$ cat config.mk
export PLATFORM = sky130hd
export DESIGN_NAME = i2c_cfg_seq
export DESIGN_NICKNAME = d
export VERILOG_FILES = /design/src/rtl/i2c_cfg_seq.sv
export SDC_FILE = /design/constraint.sdc
export NUM_CORES = 1
export LEC_CHECK = 0
export CAP_MARGIN = 20
export CORE_ASPECT_RATIO = 0.75
export CORE_UTILIZATION = 44
export CTS_BUF_LIST = sky130_fd_sc_hd__clkbuf_4
export DETAILED_ROUTE_END_ITERATION = 10
export PLACE_DENSITY_LB_ADDON = 0.1
export SLEW_MARGIN = 20
export SYNTH_ARGS = -nofsm -noshare
export SYNTH_HDL_FRONTEND = slang
export SYNTH_SLANG_ARGS = --single-unit
$ cat constraint.sdc
create_clock -name clk -period 6.01 [get_ports clk]
set_input_delay 1.202 -clock clk [delete_from_list [all_inputs] [get_ports clk]]
set_output_delay 1.202 -clock clk [all_outputs]
set_load 0.05 [all_outputs]
$ cat src/rtl/i2c_cfg_seq.sv
// rtl/i2c_cfg_seq.sv - table-driven WM8978 I2C configuration sequencer with retry, restart and volume update
module i2c_cfg_seq #(
   parameter int REG_NUM        = 17,
   parameter int ADDR_W         = 7,
   parameter int DATA_W         = 9,
   parameter int WL             = 32,
   parameter int PWRUP_DLY      = 252,
   parameter int RST_DLY        = 252,
   parameter int RETRY_DLY      = 64,
   parameter int MAX_RETRY      = 3,
   parameter int PHONE_VOL_INIT = 20,
   parameter int SPEAK_VOL_INIT = 40
) (
   input  logic                     clk,
   input  logic                     rst_n,
   input  logic                     i2c_done,
   input  logic                     i2c_nack,
   output logic                     i2c_exec,
   output logic [ADDR_W+DATA_W-1:0] i2c_data,
   input  logic                     cfg_restart,
   input  logic                     vol_upd,
   input  logic [5:0]               phone_vol,
   input  logic [5:0]               speak_vol,
   output logic                     busy,
   output logic                     cfg_done,
   output logic                     cfg_err,
   output logic [4:0]               err_idx
);

   localparam int DW    = ADDR_W + DATA_W;
   localparam int CNT_W = 16;
   localparam int RTY_W = $clog2(MAX_RETRY + 1) + 1;

   localparam logic [1:0] WL_CODE = (WL == 16) ? 2'd0 :
                                    (WL == 20) ? 2'd1 :
                                    (WL == 24) ? 2'd2 :
                                    (WL == 32) ? 2'd3 : 2'd0;

   // Last index of a full pass and of a volume-only pass (never beyond the table)
   localparam logic [4:0] FULL_LAST = 5'(REG_NUM - 1);
   localparam logic [4:0] VOL_LAST  = (REG_NUM > 16) ? 5'd15 : 5'(REG_NUM - 1);
   localparam bit         VOL_OK    = (REG_NUM > 12);

   // Delay counters count from 0 up to DLY-1 inclusive
   localparam logic [CNT_W-1:0] PWRUP_END = CNT_W'((PWRUP_DLY > 0) ? PWRUP_DLY - 1 : 0);
   localparam logic [CNT_W-1:0] RST_END   = CNT_W'((RST_DLY   > 0) ? RST_DLY   - 1 : 0);
   localparam logic [CNT_W-1:0] RETRY_END = CNT_W'((RETRY_DLY > 0) ? RETRY_DLY - 1 : 0);
   localparam logic [RTY_W-1:0] RTY_MAX   = RTY_W'(MAX_RETRY);

   typedef enum logic [2:0] {
      S_PWRUP,
      S_ISSUE,
      S_WAIT,
      S_GAP,
      S_DONE,
      S_ERR
   } state_t;

   state_t           state_q, state_d;
   logic [CNT_W-1:0] cnt_q, cnt_d;
   logic [CNT_W-1:0] gap_end_q, gap_end_d;
   logic [RTY_W-1:0] rty_q, rty_d;
   logic [4:0]       idx_q, idx_d;
   logic             vol_pass_q, vol_pass_d;
   logic [5:0]       phone_q, phone_d;
   logic [5:0]       speak_q, speak_d;
   logic             pend_q, pend_d;
   logic [5:0]       pend_phone_q, pend_phone_d;
   logic [5:0]       pend_speak_q, pend_speak_d;
   logic             exec_q, exec_d;
   logic [DW-1:0]    data_q, data_d;
   logic             done_q, done_d;
   logic             err_q, err_d;
   logic [4:0]       err_idx_q, err_idx_d;
   logic             busy_w;

   // Register table: {address, data} for entry i using the given volumes
   function automatic logic [DW-1:0] entry(input logic [4:0] i,
                                           input logic [5:0] ph,
                                           input logic [5:0] sp);
      logic [6:0] a;
      logic [8:0] d;
      a = 7'd0;
      d = 9'd0;
      case (i)
         5'd0:    begin a = 7'd0;  d = 9'h001; end
         5'd1:    begin a = 7'd1;  d = 9'h007; end
         5'd2:    begin a = 7'd1;  d = 9'h02F; end
         5'd3:    begin a = 7'd2;  d = 9'h180; end
         5'd4:    begin a = 7'd4;  d = {2'b00, WL_CODE, 5'b10000}; end
         5'd5:    begin a = 7'd6;  d = 9'h001; end
         5'd6:    begin a = 7'd7;  d = 9'h001; end
         5'd7:    begin a = 7'd10; d = 9'h008; end
         5'd8:    begin a = 7'd43; d = 9'h010; end
         5'd9:    begin a = 7'd49; d = 9'h006; end
         5'd10:   begin a = 7'd50; d = 9'h001; end
         5'd11:   begin a = 7'd51; d = 9'h001; end
         5'd12:   begin a = 7'd52; d = {3'b010, ph}; end
         5'd13:   begin a = 7'd53; d = {3'b110, ph}; end
         5'd14:   begin a = 7'd54; d = {3'b010, sp}; end
         5'd15:   begin a = 7'd55; d = {3'b110, sp}; end
         5'd16:   begin a = 7'd3;  d = 9'h06F; end
         default: begin a = 7'd0;  d = 9'h000; end
      endcase
      return {ADDR_W'(a), DATA_W'(d)};
   endfunction

   assign busy_w = (state_q != S_DONE) && (state_q != S_ERR);

   // Next-state, counters, volume bookkeeping and registered I2C outputs
   always_comb begin
      state_d      = state_q;
      cnt_d        = cnt_q;
      gap_end_d    = gap_end_q;
      rty_d        = rty_q;
      idx_d        = idx_q;
      vol_pass_d   = vol_pass_q;
      phone_d      = phone_q;
      speak_d      = speak_q;
      pend_d       = pend_q;
      pend_phone_d = pend_phone_q;
      pend_speak_d = pend_speak_q;
      done_d       = done_q;
      err_d        = err_q;
      err_idx_d    = err_idx_q;

      // A volume request while busy is parked; the newest values win
      if (busy_w && vol_upd) begin
         pend_d       = 1'b1;
         pend_phone_d = phone_vol;
         pend_speak_d = speak_vol;
      end

      case (state_q)
         S_PWRUP: begin
            if (cnt_q >= PWRUP_END) begin
               state_d = S_ISSUE;
               cnt_d   = '0;
            end else begin
               cnt_d = cnt_q + CNT_W'(1);
            end
         end
         S_ISSUE: begin
            state_d = S_WAIT;
         end
         S_WAIT: begin
            if (i2c_done) begin
               if (!i2c_nack) begin
                  rty_d = '0;
                  idx_d = idx_q + 5'd1;
                  if (idx_q == (vol_pass_q ? VOL_LAST : FULL_LAST)) begin
                     done_d  = 1'b1;
                     state_d = S_DONE;
                  end else if (!vol_pass_q && (idx_q <= 5'd1)) begin
                     // Soft reset and VMID enable need settling time
                     state_d   = S_GAP;
                     cnt_d     = '0;
                     gap_end_d = RST_END;
                  end else begin
                     state_d = S_ISSUE;
                  end
               end else if (rty_q < RTY_MAX) begin
                  rty_d     = rty_q + RTY_W'(1);
                  state_d   = S_GAP;
                  cnt_d     = '0;
                  gap_end_d = RETRY_END;
               end else begin
                  err_d     = 1'b1;
                  err_idx_d = idx_q;
                  state_d   = S_ERR;
               end
            end
         end
         S_GAP: begin
            if (cnt_q >= gap_end_q) begin
               state_d = S_ISSUE;
               cnt_d   = '0;
            end else begin
               cnt_d = cnt_q + CNT_W'(1);
            end
         end
         S_DONE: begin
            // Fresh request beats a parked one; either way the volumes are taken now
            if (vol_upd) begin
               phone_d = phone_vol;
               speak_d = speak_vol;
            end else if (pend_q) begin
               phone_d = pend_phone_q;
               speak_d = pend_speak_q;
            end
            pend_d = 1'b0;
            if (cfg_restart) begin
               done_d     = 1'b0;
               idx_d      = '0;
               rty_d      = '0;
               cnt_d      = '0;
               vol_pass_d = 1'b0;
               state_d    = S_PWRUP;
            end else if ((vol_upd || pend_q) && VOL_OK) begin
               idx_d      = 5'd12;
               rty_d      = '0;
               vol_pass_d = 1'b1;
               state_d    = S_ISSUE;
            end
         end
         S_ERR: begin
            pend_d = 1'b0;
            if (cfg_restart) begin
               err_d      = 1'b0;
               err_idx_d  = '0;
               done_d     = 1'b0;
               idx_d      = '0;
               rty_d      = '0;
               cnt_d      = '0;
               vol_pass_d = 1'b0;
               state_d    = S_PWRUP;
            end
         end
         default: begin
            state_d = S_PWRUP;
         end
      endcase

      // Exec and data are registered so they change together on entry to ISSUE
      exec_d = (state_d == S_ISSUE);
      data_d = exec_d ? entry(idx_d, phone_d, speak_d) : data_q;
   end

   // State and datapath registers
   always_ff @(posedge clk or negedge rst_n) begin
      if (!rst_n) begin
         state_q      <= S_PWRUP;
         cnt_q        <= '0;
         gap_end_q    <= '0;
         rty_q        <= '0;
         idx_q        <= '0;
         vol_pass_q   <= 1'b0;
         phone_q      <= 6'(PHONE_VOL_INIT);
         speak_q      <= 6'(SPEAK_VOL_INIT);
         pend_q       <= 1'b0;
         pend_phone_q <= '0;
         pend_speak_q <= '0;
         exec_q       <= 1'b0;
         data_q       <= '0;
         done_q       <= 1'b0;
         err_q        <= 1'b0;
         err_idx_q    <= '0;
      end else begin
         state_q      <= state_d;
         cnt_q        <= cnt_d;
         gap_end_q    <= gap_end_d;
         rty_q        <= rty_d;
         idx_q        <= idx_d;
         vol_pass_q   <= vol_pass_d;
         phone_q      <= phone_d;
         speak_q      <= speak_d;
         pend_q       <= pend_d;
         pend_phone_q <= pend_phone_d;
         pend_speak_q <= pend_speak_d;
         exec_q       <= exec_d;
         data_q       <= data_d;
         done_q       <= done_d;
         err_q        <= err_d;
         err_idx_q    <= err_idx_d;
      end
   end

   assign i2c_exec = exec_q;
   assign i2c_data = data_q;
   assign busy     = busy_w;
   assign cfg_done = done_q;
   assign cfg_err  = err_q;
   assign err_idx  = err_idx_q;

endmodule

==> impl_metrics.json <==
{
  "crit_path_start_kind": "flop",
  "cts_max_level": 3,
  "r2r-start": "state_q[2]$_DFF_PN0_",
  "nets": 497,
  "grt_pass1_vias": 3291,
  "total_power_w": 0.000966,
  "cts_tree": "yes",
  "worstSetupEndpoint": "busy",
  "dp_hpwl_mm": 6.84,
  "synth_flop_cell": "dfrtp_1",
  "postRouteAntennaNets": 0,
  "cap_viol_max_count": 0,
  "slew_violations": 0,
  "tightest_slew_ns": 0.867,
  "fp-row-count": 30,
  "drc": 0,
  "yosysSeqAreaShare_pct": 45.7,
  "root_buffer": "clkbuf_4",
  "cts_setup_buffers": 0,
  "gp_congestion": 0.829,
  "ys_types": 72,
  "grt_overflow": 0,
  "synth_area_um2": 4340,
  "rr_worst_depth": 9,
  "slew_headroom_pct": 42.2,
  "fillCellCount": 894,
  "cts.sinks": 79,
  "hold_violations": 0,
  "power_density_nw_per_um2": 195,
  "grtUsageTotal_pct": 21.4,
  "cts_max_path_buffers": 2,
  "wire_per_inst_um": 16.8,
  "synth_enable_flop_cells": 0,
  "finalClockSkew_ns": 0.0206,
  "grt_pass1_wl_mm": 16.8,
  "dieArea_um2": 10300,
  "io_pins": 43,
  "grt_max_degree": 80,
  "status": "finished, final reports clean",
  "synthCells": 439,
  "cp.arrival_ns": 2.79,
  "ir_worst_vdd_v": 0.000126,
  "final_cell_mix": "75 x dfrtp_1, 40 x clkdlybuf4s50_1, 34 x o21ai_0, 24 x nand2_1",
  "num_antenna_cells": 0,
  "final_common_cell": "dfrtp_1",
  "die_y_um": 88.0,
  "drive_above_1_share_pct": 12.1,
  "firstDrtPassIters": 5,
  "numCtsBuffers": 9,
  "end_kind": "primary output",
  "post_cts_resized": 0,
  "required_ns": 4.81,
  "max_freq_ghz": 0.251,
  "reg2reg_slack_ns": 2.67,
  "vias": 3448,
  "area_growth_pct": 13.9,
  "ys_ff_latch": 79,
  "yosys_warnings": 0,
  "synth_nets": 469,
  "core_area_um2": 9310,
  "async_flop_share_pct": 100,
  "io_buffer_count": 41,
  "vias_per_cell": 5.75,
  "leakage_nw": 2.16,
  "multi_input_area_um2": 2150,
  "rsz0062_at_grt": "false",
  "crit_start": "state_q[2]$_DFF_PN0_",
  "setup_viol": 0,
  "hold_buffers": 0,
  "die_x_um": 117,
  "path_clk_slew_ns": 0.12,
  "timing.rr.end": "i2c_data[0]$_DFFE_PN0N_",
  "antenna_found_initial": 0,
  "fin_crit_sh_pct": 66.4,
  "avgSynthCellArea_um2": 9.89,
  "clk_latency_ns": 0.44,
  "critPathMaxFanout": 17,
  "initial_core_util_pct": 46.6,
  "fin_setup_tns_ns": 0,
  "routed_wl_mm": 10.1,
  "hp-class": "flop to flop",
  "critical_path_class": "flop to primary output",
  "drt-initial-drc-count": 201,
  "final.min_clock_period_ns": 3.99,
  "seqCellArea_um2": 1980
}
-- per-stage QoR --
step / instances / setup WS [ns] / cell area, um^2 / utilization [%] / hold WS, ns
after floorplan: 439 / 2.99 / 4340 / - / 0.458
after global placement: 584 / 1.95 / 4800 / 51.6 / 0.469
after detailed placement: 584 / 1.87 / 4800 / 51.6 / 0.465
after CTS: 600 / 2.02 / 4940 / 53.1 / 0.500
after global routing: 600 / 1.76 / 4940 / 53.1 / 0.528
final: 600 / 2.02 / 4940 / 53.1 / 0.491
-- power breakdown --
part / internal [W] / switching (W)
clock network: 0.000129 / 0.000190
registers: 0.000551 / 0.00000944
logic: 0.0000352 / 0.0000513
total: 0.000715 / 0.000251
-- layer usage --
| metal | wire length, um | global-route usage, % | up-vias |
|---|---|---|---|
| li1 | - | - | 1677 |
| met1 | 5170 | 31.8 | 1677 |
| met2 | 4360 | 30.7 | 84 |
| met3 | 469 | 5.26 | 10 |
| met4 | 99 | 6.33 | 0 |
| met5 | 0 | 0 | - |
-- layout make-up --
class                           count  area share (%)
Inverter                           21            1.85
Multi-Input combinational cell    313            43.4
Tap cell                          128            3.24
Sequential cell                    79            40.1
Timing Repair Buffer               43            8.63
Clock inverter                      6            1.24
Clock buffer                       10            1.52
-- sequential cells by signal (all words and copies together) (netlist names), 3 cells and up --
name and count:
i2c_data 15, state_q 3, pend_speak_q 6, idx_q 5, err_idx 5, speak_q 6, cnt_q 16, rty_q 3
phone_q 6, gap_end_q 3, pend_phone_q 6
-- critical path: stages (launching register included) --
cell and delay [ns]:
dfrtp_1 0.67, nor2b_1 0.46, clkinv_1 0.41, clkdlybuf4s50_1 0.81
-- cells in the mapped netlist (3+ instances only) --
cell / count / area, um^2
a21o_1: 8 / 60.1
buf_2: 3 / 15.0
nand3b_1: 3 / 22.5
mux2_2: 21 / 236
nor2b_1: 22 / 138
nand2_1: 24 / 90.1
and3_1: 9 / 56.3
a22o_1: 7 / 61.3
a211oi_1: 3 / 22.5
inv_1: 17 / 63.8
or4_1: 5 / 37.5
nand2b_1: 6 / 37.5
xnor2_1: 6 / 52.6
dfrtp_1: 75 / 1880
clkbuf_1: 17 / 63.8
a21oi_1: 18 / 90.1
dfstp_2: 4 / 105
o41ai_1: 3 / 26.3
mux2i_1: 4 / 40.0
nor2_1: 22 / 82.6
a31oi_1: 15 / 93.8
nand3_1: 13 / 65.1
o21ai_0: 34 / 170
ha_1: 12 / 150
buf_4: 3 / 22.5
o32ai_1: 3 / 26.3
a22oi_1: 13 / 97.6
nor3_1: 6 / 30.0
-- logic make-up after synthesis --
kind of cell,count (synthesis),synth area share [%]
xor gates and xnor gates,6,1.21
and+or+nand+nor,131,16.5
buffers and inverters,47,5.04
other,1,0.0864
adders and majority gates,13,3.69
AOI/OAI and AO/OA,137,21.4
DFF,79,45.7
muxes,25,6.37
-- worst min path at each step --
stage	startpoint	to	cells past startpoint	slack (ns)
after floorplan	cnt_q[15]$_DFFE_PN0P_	cnt_q[15]$_DFFE_PN0P_	2	0.46
after global placement	i2c_data[8]$_DFFE_PN0N_	i2c_data[8]$_DFFE_PN0N_	1	0.47
after detailed placement	i2c_data[13]$_DFFE_PN0N_	i2c_data[13]$_DFFE_PN0N_	2	0.47
after CTS	i2c_data[13]$_DFFE_PN0N_	i2c_data[13]$_DFFE_PN0N_	2	0.50
after global routing	i2c_data[13]$_DFFE_PN0N_	i2c_data[13]$_DFFE_PN0N_	2	0.53
final	i2c_data[13]$_DFFE_PN0N_	i2c_data[13]$_DFFE_PN0N_	2	0.49
(Power assumes the default switching activity.)
